==> src/rtl/synth_sysex_pkg.sv <==
// synth_sysex_pkg
//   Shared SysEx framing constants, the dump/load FSM state encoding and the
//   parameter-bus region defaults. Used by the patch dump sequencer and by the
//   future patch-load receiver.
//   Contents: SOX/EOX/CMD_DUMP bytes, OSC_STRIDE_DEF/COM_LEN_DEF,
//             sysex_state_e, checksum_byte() helper.
package synth_sysex_pkg;

  localparam logic [7:0] SOX      = 8'hF0;
  localparam logic [7:0] EOX      = 8'hF7;
  localparam logic [7:0] CMD_DUMP = 8'h10;

  localparam int OSC_STRIDE_DEF = 16;
  localparam int COM_LEN_DEF    = 16;

  typedef enum logic [2:0] {
    ST_IDLE    = 3'd0,
    ST_HDR     = 3'd1,
    ST_SETUP   = 3'd2,
    ST_STROBE  = 3'd3,
    ST_CAPTURE = 3'd4,
    ST_SEND    = 3'd5,
    ST_SUM     = 3'd6,
    ST_EOX     = 3'd7
  } sysex_state_e;

  // Two's-complement style 7-bit checksum: data bytes plus this byte sum to 0 mod 128.
  function automatic logic [7:0] checksum_byte(input logic [6:0] sum);
    logic [7:0] diff;
    diff = 8'h80 - {1'b0, sum};
    return diff & 8'h7F;
  endfunction

endpackage

==> src/rtl/patch_dump_sequencer_if.sv <==
// patch_dump_sequencer_if
//   Synth parameter bus (read side) plus the byte-stream handshake toward the
//   MIDI transmitter.
//   master: the dump sequencer (drives address/selects/strobe and tx byte)
//   slave : register-file slaves and transmitter (drive data and tx_ready)
interface patch_dump_sequencer_if;
  import synth_sysex_pkg::*;

  logic [6:0] adr;
  logic       osc_sel;
  logic       com_sel;
  logic       read;
  logic       sysex_data_patch_send;
  logic [7:0] data;
  logic [7:0] tx_data;
  logic       tx_valid;
  logic       tx_ready;

  modport master (
    output adr, osc_sel, com_sel, read, sysex_data_patch_send, tx_data, tx_valid,
    input  data, tx_ready
  );

  modport slave (
    input  adr, osc_sel, com_sel, read, sysex_data_patch_send, tx_data, tx_valid,
    output data, tx_ready
  );

endinterface

==> src/rtl/sysex_byte_out.sv <==
// sysex_byte_out
//   Registered holding stage for the outgoing SysEx byte with valid/ready
//   handshake, plus the 7-bit running checksum of the data bytes.
//   Ports: const_clk/iRST_N clock and async active-low reset;
//          load_i/byte_i present a new byte (may coincide with acceptance);
//          sum_clr_i/sum_add_i clear or accumulate byte_i[6:0];
//          tx_ready_i from transmitter; tx_data_o/tx_valid_o registered byte;
//          accept_o handshake completes this cycle; sum_o current checksum sum.
module sysex_byte_out
  import synth_sysex_pkg::*;
(
  input  logic       const_clk,
  input  logic       iRST_N,
  input  logic       load_i,
  input  logic [7:0] byte_i,
  input  logic       sum_clr_i,
  input  logic       sum_add_i,
  input  logic       tx_ready_i,
  output logic [7:0] tx_data_o,
  output logic       tx_valid_o,
  output logic       accept_o,
  output logic [6:0] sum_o
);

  logic [7:0] tx_data_q, tx_data_d;
  logic       tx_valid_q, tx_valid_d;
  logic [6:0] sum_q, sum_d;

  // Next-state for the holding register and checksum accumulator.
  always_comb begin
    tx_data_d  = tx_data_q;
    tx_valid_d = tx_valid_q;
    if (load_i) begin
      // A load in the acceptance cycle lets the next byte present back-to-back.
      tx_data_d  = byte_i;
      tx_valid_d = 1'b1;
    end else if (tx_valid_q && tx_ready_i) begin
      tx_valid_d = 1'b0;
    end else begin
      tx_valid_d = tx_valid_q;
    end

    if (sum_clr_i) begin
      sum_d = 7'h00;
    end else if (sum_add_i) begin
      sum_d = sum_q + byte_i[6:0];
    end else begin
      sum_d = sum_q;
    end
  end

  // State registers.
  always_ff @(posedge const_clk or negedge iRST_N) begin
    if (!iRST_N) begin
      tx_data_q  <= 8'h00;
      tx_valid_q <= 1'b0;
      sum_q      <= 7'h00;
    end else begin
      tx_data_q  <= tx_data_d;
      tx_valid_q <= tx_valid_d;
      sum_q      <= sum_d;
    end
  end

  assign tx_data_o  = tx_data_q;
  assign tx_valid_o = tx_valid_q;
  assign accept_o   = tx_valid_q & tx_ready_i;
  assign sum_o      = sum_q;

endmodule

==> src/rtl/patch_dump_sequencer.sv <==
// patch_dump_sequencer
//   Walks every oscillator-section then common-section parameter address,
//   strobes a read on each, captures the returned byte and streams the patch
//   as F0 MFR DEV 10 <data...> <checksum> F7.
//   Ports: const_clk/iRST_N clock and async active-low reset;
//          dump_req start pulse (sampled in IDLE only); busy/done status;
//          bus (master modport) parameter bus and tx byte handshake.
module patch_dump_sequencer
  import synth_sysex_pkg::*;
#(
  parameter int         V_OSC      = 4,
  parameter int         OSC_STRIDE = OSC_STRIDE_DEF,
  parameter int         COM_LEN    = COM_LEN_DEF,
  parameter logic [7:0] MFR_ID     = 8'h7D,
  parameter logic [7:0] DEV_ID     = 8'h00
) (
  input  logic                   const_clk,
  input  logic                   iRST_N,
  input  logic                   dump_req,
  output logic                   busy,
  output logic                   done,
  patch_dump_sequencer_if.master bus
);

  localparam logic [6:0] OSC_LAST = 7'(V_OSC * OSC_STRIDE - 1);
  localparam logic [6:0] COM_LAST = 7'(COM_LEN - 1);

  sysex_state_e state_q;
  logic [1:0]   hdr_idx_q;
  logic         busy_q;
  logic         done_q;
  logic [6:0]   adr_q;
  logic         osc_sel_q;
  logic         com_sel_q;
  logic         read_q;
  logic         send_q;

  logic         load_s;
  logic [7:0]   load_byte_s;
  logic         sum_clr_s;
  logic         sum_add_s;
  logic         accept_s;
  logic [6:0]   sum_s;
  logic         osc_end_s;
  logic         last_s;

  function automatic logic [7:0] hdr_byte(input logic [1:0] idx);
    case (idx)
      2'd0:    return SOX;
      2'd1:    return MFR_ID;
      2'd2:    return DEV_ID;
      default: return CMD_DUMP;
    endcase
  endfunction

  // The active select doubles as the region flag while an address is in flight.
  assign osc_end_s = osc_sel_q && (adr_q == OSC_LAST);
  assign last_s    = com_sel_q && (adr_q == COM_LAST);

  // Byte-stage commands: which byte to present next and checksum bookkeeping.
  always_comb begin
    load_s      = 1'b0;
    load_byte_s = 8'h00;
    sum_clr_s   = 1'b0;
    sum_add_s   = 1'b0;
    case (state_q)
      ST_IDLE: begin
        if (dump_req) begin
          load_s      = 1'b1;
          load_byte_s = SOX;
          sum_clr_s   = 1'b1;
        end else begin
          load_s = 1'b0;
        end
      end
      ST_HDR: begin
        if (accept_s && (hdr_idx_q != 2'd3)) begin
          load_s      = 1'b1;
          load_byte_s = hdr_byte(hdr_idx_q + 2'd1);
        end else begin
          load_s = 1'b0;
        end
      end
      ST_CAPTURE: begin
        load_s      = 1'b1;
        load_byte_s = bus.data & 8'h7F;
        sum_add_s   = 1'b1;
      end
      ST_SEND: begin
        // Checksum follows the last data byte without a gap cycle.
        if (accept_s && last_s) begin
          load_s      = 1'b1;
          load_byte_s = checksum_byte(sum_s);
        end else begin
          load_s = 1'b0;
        end
      end
      ST_SUM: begin
        if (accept_s) begin
          load_s      = 1'b1;
          load_byte_s = EOX;
        end else begin
          load_s = 1'b0;
        end
      end
      default: begin
        load_s = 1'b0;
      end
    endcase
  end

  // Sequencer FSM with registered bus and status outputs.
  always_ff @(posedge const_clk or negedge iRST_N) begin
    if (!iRST_N) begin
      state_q   <= ST_IDLE;
      hdr_idx_q <= 2'd0;
      busy_q    <= 1'b0;
      done_q    <= 1'b0;
      adr_q     <= 7'd0;
      osc_sel_q <= 1'b0;
      com_sel_q <= 1'b0;
      read_q    <= 1'b0;
      send_q    <= 1'b0;
    end else begin
      done_q <= 1'b0;
      case (state_q)
        ST_IDLE: begin
          if (dump_req) begin
            busy_q    <= 1'b1;
            send_q    <= 1'b1;
            hdr_idx_q <= 2'd0;
            state_q   <= ST_HDR;
          end else begin
            state_q <= ST_IDLE;
          end
        end
        ST_HDR: begin
          if (accept_s) begin
            if (hdr_idx_q == 2'd3) begin
              adr_q     <= 7'd0;
              osc_sel_q <= 1'b1;
              com_sel_q <= 1'b0;
              state_q   <= ST_SETUP;
            end else begin
              hdr_idx_q <= hdr_idx_q + 2'd1;
            end
          end else begin
            state_q <= ST_HDR;
          end
        end
        ST_SETUP: begin
          read_q  <= 1'b1;
          state_q <= ST_STROBE;
        end
        ST_STROBE: begin
          read_q  <= 1'b0;
          state_q <= ST_CAPTURE;
        end
        ST_CAPTURE: begin
          state_q <= ST_SEND;
        end
        ST_SEND: begin
          // Address and select only move once the captured byte has left.
          if (accept_s) begin
            if (last_s) begin
              adr_q     <= 7'd0;
              osc_sel_q <= 1'b0;
              com_sel_q <= 1'b0;
              state_q   <= ST_SUM;
            end else if (osc_end_s) begin
              adr_q     <= 7'd0;
              osc_sel_q <= 1'b0;
              com_sel_q <= 1'b1;
              state_q   <= ST_SETUP;
            end else begin
              adr_q   <= adr_q + 7'd1;
              state_q <= ST_SETUP;
            end
          end else begin
            state_q <= ST_SEND;
          end
        end
        ST_SUM: begin
          if (accept_s) begin
            state_q <= ST_EOX;
          end else begin
            state_q <= ST_SUM;
          end
        end
        ST_EOX: begin
          if (accept_s) begin
            busy_q  <= 1'b0;
            send_q  <= 1'b0;
            done_q  <= 1'b1;
            state_q <= ST_IDLE;
          end else begin
            state_q <= ST_EOX;
          end
        end
        default: begin
          state_q <= ST_IDLE;
        end
      endcase
    end
  end

  sysex_byte_out u_byte_out (
    .const_clk  (const_clk),
    .iRST_N     (iRST_N),
    .load_i     (load_s),
    .byte_i     (load_byte_s),
    .sum_clr_i  (sum_clr_s),
    .sum_add_i  (sum_add_s),
    .tx_ready_i (bus.tx_ready),
    .tx_data_o  (bus.tx_data),
    .tx_valid_o (bus.tx_valid),
    .accept_o   (accept_s),
    .sum_o      (sum_s)
  );

  assign busy                      = busy_q;
  assign done                      = done_q;
  assign bus.adr                   = adr_q;
  assign bus.osc_sel               = osc_sel_q;
  assign bus.com_sel               = com_sel_q;
  assign bus.read                  = read_q;
  assign bus.sysex_data_patch_send = send_q;

endmodule

==> src/flat_wrapper.sv <==
// flat-port wrapper written by rule: the top's interface ports become plain ports
module patch_dump_sequencer_flat import synth_sysex_pkg::*;
#(
  parameter int         V_OSC      = 4,
  parameter int         OSC_STRIDE = OSC_STRIDE_DEF,
  parameter int         COM_LEN    = COM_LEN_DEF,
  parameter logic [7:0] MFR_ID     = 8'h7D,
  parameter logic [7:0] DEV_ID     = 8'h00
)
  (const_clk, iRST_N, dump_req, busy, done, bus_adr, bus_osc_sel, bus_com_sel, bus_read, bus_sysex_data_patch_send, bus_tx_data, bus_tx_valid, bus_data, bus_tx_ready);
  patch_dump_sequencer_if bus_i ();
  input  logic const_clk;
  input  logic iRST_N;
  input  logic dump_req;
  output logic busy;
  output logic done;
  output wire logic [$bits(bus_i.adr)-1:0] bus_adr;
  output wire logic [$bits(bus_i.osc_sel)-1:0] bus_osc_sel;
  output wire logic [$bits(bus_i.com_sel)-1:0] bus_com_sel;
  output wire logic [$bits(bus_i.read)-1:0] bus_read;
  output wire logic [$bits(bus_i.sysex_data_patch_send)-1:0] bus_sysex_data_patch_send;
  output wire logic [$bits(bus_i.tx_data)-1:0] bus_tx_data;
  output wire logic [$bits(bus_i.tx_valid)-1:0] bus_tx_valid;
  input wire logic [$bits(bus_i.data)-1:0] bus_data;
  input wire logic [$bits(bus_i.tx_ready)-1:0] bus_tx_ready;
  assign bus_adr = bus_i.adr;
  assign bus_osc_sel = bus_i.osc_sel;
  assign bus_com_sel = bus_i.com_sel;
  assign bus_read = bus_i.read;
  assign bus_sysex_data_patch_send = bus_i.sysex_data_patch_send;
  assign bus_tx_data = bus_i.tx_data;
  assign bus_tx_valid = bus_i.tx_valid;
  assign bus_i.data = bus_data;
  assign bus_i.tx_ready = bus_tx_ready;
  patch_dump_sequencer #(.V_OSC(V_OSC), .OSC_STRIDE(OSC_STRIDE), .COM_LEN(COM_LEN), .MFR_ID(MFR_ID), .DEV_ID(DEV_ID)) u_core (.const_clk(const_clk), .iRST_N(iRST_N), .dump_req(dump_req), .busy(busy), .done(done), .bus(bus_i));
endmodule
==> config.mk <==
export PLATFORM = sky130hd
export DESIGN_NAME = patch_dump_sequencer_flat
export DESIGN_NICKNAME = d
export VERILOG_FILES = /design/src/rtl/synth_sysex_pkg.sv /design/src/rtl/patch_dump_sequencer_if.sv /design/src/rtl/sysex_byte_out.sv /design/src/rtl/patch_dump_sequencer.sv /design/src/flat_wrapper.sv
export SDC_FILE = /design/constraint.sdc
export NUM_CORES = 1
export LEC_CHECK = 0
export BUFFER_PORTS_ARGS = -buffer_cell sky130_fd_sc_hd__buf_2
export CAP_MARGIN = 20
export CORE_AREA = 2 2 70 72
export CTS_CLUSTER_SIZE = 20
export DETAILED_ROUTE_END_ITERATION = 12
export DIE_AREA = 0 0 72 74
export GPL_TIMING_DRIVEN = 0
export PLACE_DENSITY = 0.65
export SLEW_MARGIN = 20
export SYNTH_ARGS = -nofsm -noshare
export SYNTH_HDL_FRONTEND = slang
export SYNTH_SLANG_ARGS = --single-unit
==> constraint.sdc <==
create_clock -name const_clk -period 8.5 [get_ports const_clk]
set_input_delay 1.275 -clock const_clk [delete_from_list [all_inputs] [get_ports const_clk]]
set_output_delay 1.275 -clock const_clk [all_outputs]
set_load 0.05 [all_outputs]
==> results.ini, run 1 <==
[power]
power_density_nw_per_um2 = 342
power_switching_share_pct = 45.2
p_sw_mw = 0.368
p_comb_share_pct = 48.1
power_frac_clock_pct = 22.1
p_leak_nw = 1.20
p_int_mw = 0.446
p_seq_share_pct = 29.8
ir_drop_uv = 165
total_power_mw = 0.814

[final_layout]
areaGrowthSynthToFinish_pct = 18.0
antenna_cells = 0
final_cell_area_um2 = 2380
seqCellArea_um2 = 826
layout-drive-gt1-share_pct = 20.8
nets = 279
fillers = 431
final_cells = 309
multiInputGateArea_um2 = 1110
final_util_pct = 51.7

[sta]
drv_slew = 0
rsz0062_at_grt = false
clock.fmax_mhz = 263
setup_ws_ns = 4.70
min_period_ns = 3.80
hold_viol = 0
finalSetupViolCount = 0
setup-tns-final_ns = 0
max-slew-margin-rel_pct = 43.8
min_period_over_period_pct = 44.7
tightest_slew_ns = 0.836
clock_skew_ns = 0.00800
hold_slack_ns = 0.474

[worst_setup_path]
critical_path.top_delay_family = compound AO/OA/AOI/OAI gates
setup.worst_path.start = bus_tx_ready
start_kind = primary input
cpPeakStageDelay_ns = 0.37
cp.arrival_ns = 3.98
worstPathRequired_ns = 8.68
cp_cell_sequence = buf_2 -> and2_1 -> and4_1 -> buf_4 -> a221o_1 -> ha_1 -> inv_1 -> fa_1 -> nand2b_1 -> a21oi_1 -> o21a_1 -> a211oi_1 -> and4b_1 -> a211o_1
cp.depth = 14
r2r-start = u_core.bus.adr[0]
critPathCaptureType = register
r2r_cells = 14
slowest_stage = a221o_1
critPathMaxFanout = 8
criticalPathCategory = primary input to register
critical_path_buf_inv_count = 3

[place]
place_ws_ns = 4.38
portBuffers = 32
place.gp.congestion = 0.836
dp.cells = 301
placed_cell_area_um2 = 2240
place.detailed.hpwl_um = 3280

[job]
maxCapViolations = 0

[clocking]
cts.sinks = 33
cts_tree = yes
cts_htree_levels = 2
cts_root_buffer = clkbuf_8
clkLatencyLatePin_ns = 0.29
ctsResizeCount = 0
holdBufCountCts = 0
clk_pin_slew_ns = 0.08
numCtsBuffers = 5
clock_path_buffers = 2
post_cts_buffers = 0

[grt]
grt_max_degree = 34
antenna_found_initial = 0
grt_pass1_wl_um = 7750
grt_pass1_vias = 1654
grtUsageTotal_pct = 19.0
grt-ovfl-total = 0

[synthesis]
ys.flop_type = dfrtp_1
synth-seq-cells = 33
synth_fp_nets = 240
yosys-top-cells-area = dfrtp_1, ha_1, nand2_1
synth_simple_gate_area_share_pct = 19.6
yosysSeqAreaShare_pct = 41.0
synth_top_family_by_area = compound AO/OA/AOI/OAI gates
synth.mux.area_fraction_pct = 2.11
synth_xor_area_share_pct = 2.61
synth_top_area_share_pct = 41.0
yosysTopAreaCell = dfrtp_1
ys_top_cells_by_count = dfrtp_1, nand2_1, o21ai_0
ys_warn_count = 0
yosysMostFrequentCell = dfrtp_1
postSynth.asyncResetShare_pct = 100
netlist_area_um2 = 2010
synthCells = 215
syn_avg_cell_area_um2 = 9.37
synth_fa_ha_area_share_pct = 8.45
synth_edf_count = 0
ys_types = 55
synth_compound_area_share_pct = 22.1

[detailed_routing]
route.antenna.remaining_nets = 0
vias_per_cell = 5.48
vias = 1693
dr.pass1.iters = 4
routed_wl_um = 4560
drc = 0
avgRoutedWirePerCell_um = 14.8
drt_iter0_drc = 89

[die]
die_y_um = 74
core_area_um2 = 4600
die-area_um2 = 5330
fp.dieW_um = 72
start_util_pct = 43.8
rows = 25
io_pins = 34

[status]
status = completed

[hold_path]
worstHoldPathType = register to register
holdPathStages = 1
hp-start = u_core.u_byte_out.tx_data_o[2]

cells in the final DEF (no fill, tap or decap), drive strengths merged, types with 2 or more instances in the layout:
master | synthesis | routed
buf | 5 | 37
dfrtp | 33 | 33
nand2 | 29 | 29
o21ai | 19 | 19
nor2 | 14 | 14
inv | 13 | 13
ha | 12 | 12
a21oi | 10 | 10
nand3 | 6 | 6
a21o | 6 | 6
clkbuf | 1 | 6
nand2b | 4 | 4
o31ai | 4 | 4
and2 | 3 | 3
xnor2 | 3 | 3
a31oi | 3 | 3
a221o | 3 | 3
xor2 | 3 | 3
a22o | 3 | 3
nor3 | 3 | 3
mux2i | 2 | 2
and4b | 2 | 2
a22oi | 2 | 2
a211o | 2 | 2
nor2b | 2 | 2
o22ai | 2 | 2
o21bai | 2 | 2
bufinv | 0 | 2
or3b | 2 | 2
or3 | 2 | 2
a211oi | 2 | 2
mux2 | 2 | 2
sequential cells by signal, indices dropped and copies added, names as in the netlist:
register,flops
u_core.u_byte_out.sum_o,7
u_core.u_byte_out.tx_data_o,8
u_core.bus.adr,7
u_core.bus.com_sel,1
u_core.u_byte_out.tx_valid_o,1
u_core.busy,1
u_core.done,1
u_core.state_q,3
u_core.hdr_idx_q,2
u_core.bus.read,1
u_core.bus.osc_sel,1
path summary, 6_finish.rpt:
| check | slack, ns | end |
|---|---|---|
| max in group asynchronous | 6.97 | u_core.state_q[1] |
| max reg2reg | 5.20 | u_core.u_byte_out.sum_o[6] |
| min reg2reg | 0.47 | u_core.u_byte_out.tx_data_o[2] |
| max | 4.70 | u_core.u_byte_out.sum_o[6] |
| min in group asynchronous | 1.05 | u_core.u_byte_out.tx_data_o[2] |
| min | 0.47 | u_core.u_byte_out.tx_data_o[2] |
power groups by stage:
| stage | Sequential [mW] | Combinational (mW) | Clock, mW |
|---|---|---|---|
| 6_report | 0.243 | 0.391 | 0.180 |
| 5_1_grt | 0.250 | 0.429 | 0.190 |
| 4_1_cts | 0.243 | 0.393 | 0.183 |
| 3_5_place_dp | 0.246 | 0.390 | 0 |
| 3_3_place_gp | 0.244 | 0.388 | 0 |
| 2_1_floorplan | 0.345 | 0.201 | 0 |
cell families after synthesis:
group                      Yosys count
buffers and inverters               19
AOI/OAI and AO/OA                   64
xor gates and xnor gates             6
and+or+nand+nor                     76
DFF                                 33
adders and majority gates           13
muxes                                4
metal layers:
layer | vias to the layer above | track usage, % | part of all wire [%]
met5 | - | 0 | 0
met4 | 0 | 9.64 | 2.5
met3 | 11 | 5.01 | 4.3
met2 | 36 | 29.7 | 45
met1 | 787 | 24.5 | 48
li1 | 859 | - | -
final cells by class:
| type | count | share of cell area (%) |
|---|---|---|
| Buffer | 6 | 1.42 |
| Clock buffer | 5 | 2.90 |
| Clock inverter | 3 | 2.74 |
| Inverter | 13 | 2.05 |
| Multi-Input combinational cell | 163 | 46.6 |
| Sequential cell | 33 | 34.8 |
| Tap cell | 54 | 2.84 |
| Timing Repair Buffer | 32 | 6.74 |
Power figures use the tool's default switching activity.
==> run 2, diff against run 1 <==
Settings changed: PLACE_DENSITY 0.65 to 0.68.
Clock period 8.5 ns to 3.25 ns, I/O delays scaled along.
==> run 2 against run 1 <==
  * Clock skew increased by 0.0021 ns
  * Cell area increased by 4.5%
  * Utilization increased by 2.3 points
  * Combinational power increased to 2.8 times the previous value
  * Die area unchanged
  * Highest routed layer unchanged
==> results.ini, run 2 (synthesis results as in run 1) <==
[power]
ir_drop_uv = 446
p_leak_nw = 1.23
power_density_nw_per_um2 = 828

[final_layout]
areaGrowthSynthToFinish_pct = 23.2
final_cell_mix = buf_2, nand2_1, dfrtp_1, o21ai_0, nor2_1
final_util_pct = 54.0
largest_register_ff_count = 8
final_common_cell = buf_2
nets = 286
layout-drive-gt1-share_pct = 30.2
antenna_cells = 0
final_cell_area_um2 = 2480

[detailed_routing]
vias_per_cell = 5.69
routed_wl_um = 4960
drc = 0
drt_iter0_drc = 110
dr.pass1.iters = 4
avgRoutedWirePerCell_um = 15.7
vias = 1798
route.antenna.remaining_nets = 0

[die]
fp.dieW_um = 72
start_util_pct = 43.8
io_pins = 34
rows = 25
core_area_um2 = 4600
die-area_um2 = 5330
die_y_um = 74

[clocking]
cts_htree_levels = 2
numCtsBuffers = 5
clkLatencyLatePin_ns = 0.29
cts_tree = yes
cts.sinks = 33
clk_pin_slew_ns = 0.07
cts_root_buffer = clkbuf_8
clock_path_buffers = 2

[grt]
grt_max_degree = 34
use_met1_pct = 24.8
grt_pass1_vias = 1735
top_usage_layer = met2
antenna_found_initial = 0
grt-ovfl-total = 0
grtUsageTotal_pct = 19.4
grtUsageMet2_pct = 31.6
grt_pass1_wl_um = 7940
grtUsageMet3_pct = 4.47

[worst_setup_path]
critical_path_buf_inv_count = 3
critPathMaxFanout = 10
critical_path.top_delay_family = compound AO/OA/AOI/OAI gates
worstPathRequired_ns = 3.43
cp.arrival_ns = 3.31
start_kind = register
cp_cell_sequence = buf_6 -> and3b_2 -> and4_1 -> buf_6 -> a221o_1 -> ha_2 -> inv_2 -> fa_2 -> nand2b_4 -> a21oi_4 -> o21a_1 -> o211ai_1 -> or2b_1 -> a211o_1
criticalPathCategory = register to register
cpPeakStageDelay_ns = 0.37
critPathCaptureType = register
slowest_stage = dfrtp_1
path_common_cell = buf_6

[sta]
setup-tns-final_ns = 0
max-slew-margin-rel_pct = 40.1
min_period_ns = 3.12
min_period_over_period_pct = 96.1
tightest_slew_ns = 0.891
finalSetupViolCount = 0
clock_skew_ns = 0.0101
clock.fmax_mhz = 320
hold_viol = 0
drv_slew = 0

[job]
maxCapViolations = 0

[place]
place.gp.congestion = 0.890
placed_cell_area_um2 = 2240
place.detailed.hpwl_um = 3390
portBuffers = 32

[hold_path]
worstHoldPathType = primary input to async pin

[status]
status = completed

[run 2: changes by cell type in the layout (fill, tap and decap cells not counted), moves of 3 or more]
cell,change
buf_4,+7
dfrtp_2,+4
dfrtp_1,-4
ha_1,-3
[run 2: metrics by stage]
stage          hold WS [ns]  total power [mW]  std cells  setup WS [ns]
2_1_floorplan         0.192              1.43        215         0.0434
3_3_place_gp          0.457              1.65        301        -0.0437
3_5_place_dp          0.460              1.67        301         -0.118
4_1_cts               0.297              1.98        309         0.0271
5_1_grt               0.335              2.20        316        -0.0198
6_report              0.254              2.06        316          0.126
[run 2: power by group]
group          switching, mW  internal [mW]  leakage [nW]
clock network          0.155          0.148        0.0450
registers              0.107          0.534         0.424
logic                  0.730          0.382         0.759
[run 2: timing repair]
item | in CTS | in global routing
setup buffers | 0 | 7
hold buffers | 0 | 0
pin swaps | 1 | 7
resized for setup | 4 | 26
setup endpoints to repair | 1 | 1
[run 2: final cells by class]
type | count | area [um2]
Sequential cell | 33 | 831
Multi-Input combinational cell | 163 | 1190
Buffer | 6 | 46.3
Inverter | 13 | 48.8
Clock buffer | 6 | 72.6
Timing Repair Buffer | 39 | 213
Clock inverter | 2 | 10.0
Tap cell | 54 | 67.6
Fill cell | 436 | 2120
[run 2: final timing paths]
kind / startpoint / endpoint / slack [ns] / cells past startpoint
worst max-delay path: u_core.state_q[0] / u_core.u_byte_out.sum_o[6] / 0.13 / 14
worst min-delay path: iRST_N / u_core.u_byte_out.tx_data_o[2] / 0.25 / 1
max in group asynchronous: iRST_N / u_core.bus.adr[1] / 2.45 / 1
worst min register to register: u_core.u_byte_out.tx_data_o[3] / u_core.u_byte_out.tx_data_o[3] / 0.47 / 1
worst max register to register: u_core.state_q[0] / u_core.u_byte_out.sum_o[6] / 0.13 / 14
min in group const_clk: bus_tx_ready / u_core.u_byte_out.tx_valid_o / 0.43 / 2
[run 2: routing by layer]
| metal | wire [um] | up-vias | part of all wire, % |
|---|---|---|---|
| met3 | 271 | 14 | 5.5 |
| met4 | 127 | 0 | 2.6 |
| li1 | - | 867 | - |
| met1 | 2120 | 858 | 43 |
| met5 | 0 | - | 0 |
| met2 | 2450 | 59 | 49 |
